===== src/rtl/cevero_vreg_seq.sv =====
// Regulator-side voltage sequencer.
// Walks the regulator code one level at a time toward the clamped request,
// holding each level for SETTLE_CYCLES edges. Timing-error pulses are masked
// while a transition is in flight and tallied in a saturating counter.
module cevero_vreg_seq #(
   parameter int LEVEL_W       = 3,
   parameter int SETTLE_CYCLES = 16,
   parameter int RESET_LEVEL   = 5,
   parameter int MIN_LEVEL     = 1,
   parameter int MAX_LEVEL     = 7,
   parameter int MCNT_W        = 8
) (
   input  logic               clk_i,
   input  logic               rst_i,
   input  logic [LEVEL_W-1:0] set_voltage_i,
   input  logic               error_i,
   output logic               error_o,
   output logic [LEVEL_W-1:0] vreg_code_o,
   output logic [LEVEL_W-1:0] cur_voltage_o,
   output logic               settled_o,
   output logic               busy_o,
   output logic               step_o,
   output logic               clamp_o,
   output logic [MCNT_W-1:0]  masked_cnt_o
);

   // Settle counter only needs to hold SETTLE_CYCLES-1; keep at least one bit.
   localparam int CNT_W = (SETTLE_CYCLES > 1) ? $clog2(SETTLE_CYCLES) : 1;
   localparam logic [CNT_W-1:0]   CNT_RELOAD = CNT_W'(SETTLE_CYCLES - 1);
   localparam logic [LEVEL_W-1:0] MIN_L      = LEVEL_W'(MIN_LEVEL);
   localparam logic [LEVEL_W-1:0] MAX_L      = LEVEL_W'(MAX_LEVEL);
   localparam logic [LEVEL_W-1:0] RESET_L    = LEVEL_W'(RESET_LEVEL);

   // Reject parameter sets that would let the level leave the legal window.
   generate
      if (RESET_LEVEL < MIN_LEVEL || RESET_LEVEL > MAX_LEVEL) begin : g_bad_reset_level
         $error("cevero_vreg_seq: RESET_LEVEL outside [MIN_LEVEL, MAX_LEVEL]");
      end
      if (MIN_LEVEL > MAX_LEVEL) begin : g_bad_window
         $error("cevero_vreg_seq: MIN_LEVEL greater than MAX_LEVEL");
      end
      if (SETTLE_CYCLES < 1) begin : g_bad_settle
         $error("cevero_vreg_seq: SETTLE_CYCLES must be at least 1");
      end
   endgenerate

   typedef enum logic [0:0] {
      IDLE   = 1'b0,
      SETTLE = 1'b1
   } state_t;

   state_t             state_q, state_d;
   logic [LEVEL_W-1:0] cur_q, cur_d;
   logic [CNT_W-1:0]   cnt_q, cnt_d;
   logic               step_q, step_d;
   logic               settled_q, settled_d;
   logic               clamp_q, clamp_d;
   logic [MCNT_W-1:0]  masked_cnt_q, masked_cnt_d;

   logic [LEVEL_W-1:0] tgt;
   logic               req_low;
   logic               req_high;
   logic               do_step;

   // Clamp the raw request into the legal window; compare one bit wider so a
   // window edge at the code-space limit is still a meaningful comparison.
   always_comb begin
      req_low  = ({1'b0, set_voltage_i} < {1'b0, MIN_L});
      req_high = ({1'b0, set_voltage_i} > {1'b0, MAX_L});
      tgt      = set_voltage_i;
      if (req_low) begin
         tgt = MIN_L;
      end else if (req_high) begin
         tgt = MAX_L;
      end
   end

   // Next-state logic: decide whether to take a one-level step this edge.
   always_comb begin
      state_d = state_q;
      cur_d   = cur_q;
      cnt_d   = cnt_q;
      step_d  = 1'b0;
      do_step = 1'b0;

      case (state_q)
         IDLE: begin
            if (tgt != cur_q) begin
               do_step = 1'b1;
            end
         end
         SETTLE: begin
            if (cnt_q != '0) begin
               cnt_d = cnt_q - CNT_W'(1);
            end else if (tgt != cur_q) begin
               do_step = 1'b1;
            end else begin
               state_d = IDLE;
            end
         end
         default: begin
            state_d = IDLE;
         end
      endcase

      // A step always moves exactly one level toward the current target.
      if (do_step) begin
         if (tgt > cur_q) begin
            cur_d = cur_q + LEVEL_W'(1);
         end else begin
            cur_d = cur_q - LEVEL_W'(1);
         end
         step_d  = 1'b1;
         cnt_d   = CNT_RELOAD;
         state_d = SETTLE;
      end
   end

   // Status and masked-error bookkeeping derived for the next edge.
   always_comb begin
      settled_d    = (state_d == IDLE);
      clamp_d      = req_low | req_high;
      masked_cnt_d = masked_cnt_q;
      if (error_i && !settled_q && (masked_cnt_q != '1)) begin
         masked_cnt_d = masked_cnt_q + MCNT_W'(1);
      end
   end

   // State and output registers with synchronous reset.
   always_ff @(posedge clk_i) begin
      if (rst_i) begin
         state_q      <= IDLE;
         cur_q        <= RESET_L;
         cnt_q        <= '0;
         step_q       <= 1'b0;
         settled_q    <= 1'b1;
         clamp_q      <= 1'b0;
         masked_cnt_q <= '0;
      end else begin
         state_q      <= state_d;
         cur_q        <= cur_d;
         cnt_q        <= cnt_d;
         step_q       <= step_d;
         settled_q    <= settled_d;
         clamp_q      <= clamp_d;
         masked_cnt_q <= masked_cnt_d;
      end
   end

   assign vreg_code_o   = cur_q;
   assign cur_voltage_o = cur_q;
   assign settled_o     = settled_q;
   assign busy_o        = ~settled_q;
   assign step_o        = step_q;
   assign clamp_o       = clamp_q;
   assign masked_cnt_o  = masked_cnt_q;
   assign error_o       = error_i & settled_q;

endmodule

===== config.mk =====
export PLATFORM = sky130hd
export DESIGN_NAME = cevero_vreg_seq
export DESIGN_NICKNAME = d
export VERILOG_FILES = /design/src/rtl/cevero_vreg_seq.sv
export SDC_FILE = /design/constraint.sdc
export NUM_CORES = 1
export LEC_CHECK = 0
export ABC_AREA = 1
export ABC_CLOCK_PERIOD_IN_PS = 4200
export CAP_MARGIN = 15
export CORE_AREA = 2 2 40 70
export CTS_CLUSTER_SIZE = 25
export DETAILED_ROUTE_END_ITERATION = 10
export DIE_AREA = 0 0 42 72
export PLACE_DENSITY = 0.78
export SLEW_MARGIN = 20
export SYNTH_ARGS = -nofsm -noshare
export SYNTH_HDL_FRONTEND = slang
export SYNTH_SLANG_ARGS = --single-unit
export TNS_END_PERCENT = 100

===== constraint.sdc =====
create_clock -name clk_i -period 4.2 [get_ports clk_i]
set_input_delay 1.05 -clock clk_i [delete_from_list [all_inputs] [get_ports clk_i]]
set_output_delay 1.05 -clock clk_i [all_outputs]
set_load 0.02 [all_outputs]

==> results_dict.tcl <==
set metrics [dict create \
    powerDensity_nw_per_um2 500 \
    die_y_um 72 \
    fin_crit_sh_pct 77.8 \
    wl_per_cell_um 10.5 \
    root_buffer "clkbuf_8" \
    final_core_util_pct 55.7 \
    dpl_cell_area_um2 1310 \
    yosysSeqAreaShare_pct 35.7 \
    grt_use_total_pct 14.4 \
    gp_congestion 0.819 \
    overflow 0 \
    nets 189 \
    max_freq_mhz 306 \
    cts_setup_buffers 0 \
    outcome "finished clean" \
    synth_nets 164 \
    dieArea_um2 3020 \
    row_count 24 \
    cp_cell_sequence "clkdlybuf4s50_1, nand2_1, inv_1, clkdlybuf4s50_1" \
    final_area_um2 1360 \
    netlist_instances 151 \
    crit_buf_inv 3 \
    rsz0062_at_grt "false" \
    nFillCells 232 \
    wirelength_um 2110 \
    worstPathMaxFanout 2 \
    startpoint_type "input pin" \
    grt_pass1_wl_um 3390 \
    fin_skew_ps 5.53 \
    place_hpwl_um 1710 \
    crit_path_max_incr_delay_ps 590 \
    dr.pass1.iters 4 \
    via_per_inst 4.87 \
    clockBufferDepth 2 \
    min_period_ps 3270 \
    ant_nets 0 \
    grt_pass1_vias 894 \
    drv_cap 0 \
    htree_levels 1 \
    drc_errors 0 \
    vias 978 \
    hold_violations 0 \
    fp.coreArea_um2 2430 \
    fin_tns_setup_ps 0 \
    antenna_found_initial 0 \
    p_leak_nw 0.606 \
    cp.required_ps 3150 \
    clk_pin_slew_ps 70 \
    slew_viol_final 0 \
    cts_tree "done" \
    ys_ff_latch 19 \
    start_util_pct 43.8 \
    synth_top_area_share_pct 35.7 \
    numPortBuffers 24 \
    grt_max_degree 13 \
    hold_class "reg2reg" \
    drt-initial-drc-count 39 \
    clk_latency_ps 250 \
    cts_hold_buf 0 \
    setup_violations 0 \
    max_slew_margin_pct 77.4 \
    end_kind "output port" \
    diodes 0 \
    synth.distinct_cells 22 \
    die_w_um 42 \
    area_delta_synth_final_pct 27.3 \
    vdd_ir_drop_max_mv 0.258 \
    arrival_ps 2220 \
    cts_resized 0 \
    tritoncts.num_buffers 3 \
    cp_common_cell "clkdlybuf4s50_1" \
    worstMarginPinSlew_ps 338 \
    path_delay_family "buffers and inverters" \
    synth_top_cell_by_area "dfxtp_1" \
    syn_area_um2 1060 \
    drive_gt1_share_pct 5.71 \
    avgSynthCellArea_um2 7.05 \
    synth_area_leaders "dfxtp_1 (36%), nand2_1 (12%), inv_1 (8.5%)" \
    crit_type "in2out" \
    critPathSlowestCell "clkdlybuf4s50_1" \
    cts.sinks 19 \
    io_pins 25 \
    yosysWarnings 0 \
]
[path summary, 6_finish.rpt]
| check | start | to | slack (ps) | cells past startpoint |
|---|---|---|---|---|
| worst min register to register | cur_voltage_o[2]$_SDFFE_PP1P_ | cur_voltage_o[2]$_SDFFE_PP1P_ | 500 | 2 |
| worst max register to register | cur_voltage_o[2]$_SDFFE_PP1P_ | cur_voltage_o[1]$_SDFFE_PP0P_ | 2210 | 8 |
| worst max-delay path | error_i | error_o | 930 | 4 |
| worst min-delay path | cur_voltage_o[2]$_SDFFE_PP1P_ | cur_voltage_o[2]$_SDFFE_PP1P_ | 500 | 2 |
[synth_stat cells]
cell type / n
or2_1: 1
nor2_4: 3
ha_1: 6
buf_4: 3
a21boi_4: 1
nor4_1: 1
nand4_1: 1
nand2_2: 2
buf_2: 1
nand3b_1: 1
inv_1: 24
dfxtp_1: 19
nand2_4: 1
nand3_1: 12
a21oi_1: 11
xor2_1: 1
nand2_1: 34
o21ai_1: 2
nor3_1: 2
nor2_1: 18
o21ai_0: 6
fa_1: 1
[where the power goes]
part	internal [W]	switching, W
Clock	0.0000673	0.0000556
Sequential	0.000212	0.0000298
Combinational	0.000134	0.000178
[through the flow]
step | total power [W] | cells | hold slack [ps] | setup WS (ps)
6_report | 0.000677 | 201 | 504 | 932
5_1_grt | 0.000730 | 201 | 548 | 859
4_1_cts | 0.000686 | 201 | 512 | 930
3_5_place_dp | 0.000562 | 197 | 499 | 932
3_3_place_gp | 0.000547 | 197 | 487 | 935
2_1_floorplan | 0.000464 | 151 | 474 | 1770
[per-layer routing]
layer  track usage [%]  part of all wire [%]  vias to the layer above
met1              13.6                    40                      430
met4              10.4                   1.5                        0
met3              1.49                   3.3                        4
li1                  -                     -                      520
met5                 0                     0                        -
met2              27.6                    56                       24
[layout by cell type (no fill, tap or decap), drive strengths merged]
cell type and n:
dfxtp 19, nand2 37, ha 6, a21boi 1, nand3b 1, xor2 1
clkbuf 4, or2 1, inv 24, clkdlybuf4s50 24, nor2 21, o21ai 8
nand3 12, nor3 2, nor4 1, nand4 1, fa 1, a21oi 11
[final cells by class]
type	instances	area (um2)	share of cell area, %
multi-input combinational	104	567	41.8
sequential	19	380	28.1
timing repair buffer	24	240	17.7
inverter	24	90.1	6.65
clock buffer	4	45.0	3.32
tap	26	32.5	2.40
[cells by family (layout without fill, tap and decap cells)]
group	after synthesis	count (layout)	synth area share, %
AND/OR/NAND/NOR	76	76	32.8
flip-flops	19	19	35.7
buffers and inverters	28	52	11.0
adder cells (fa/ha/maj)	7	7	8.93
AO/OA/AOI/OAI	20	20	10.7
XOR/XNOR	1	1	0.823
[sequential cells by signal, indices dropped and copies added, names as in the netlist]
signal         flops
masked_cnt_o       8
cnt_q              4
cur_voltage_o      3
clamp_o            1
settled_o          1
state_q            1
step_o             1
[worst reg2reg max path, cell delays in order, from the launching register on]
cell,delay (ps)
dfxtp_1,370
inv_1,90
ha_1,320
a21oi_1,240
nand2_1,120
nand2_1,100
fa_1,400
o21ai_0,170
a21oi_1,60
Power figures use the tool's default switching activity.
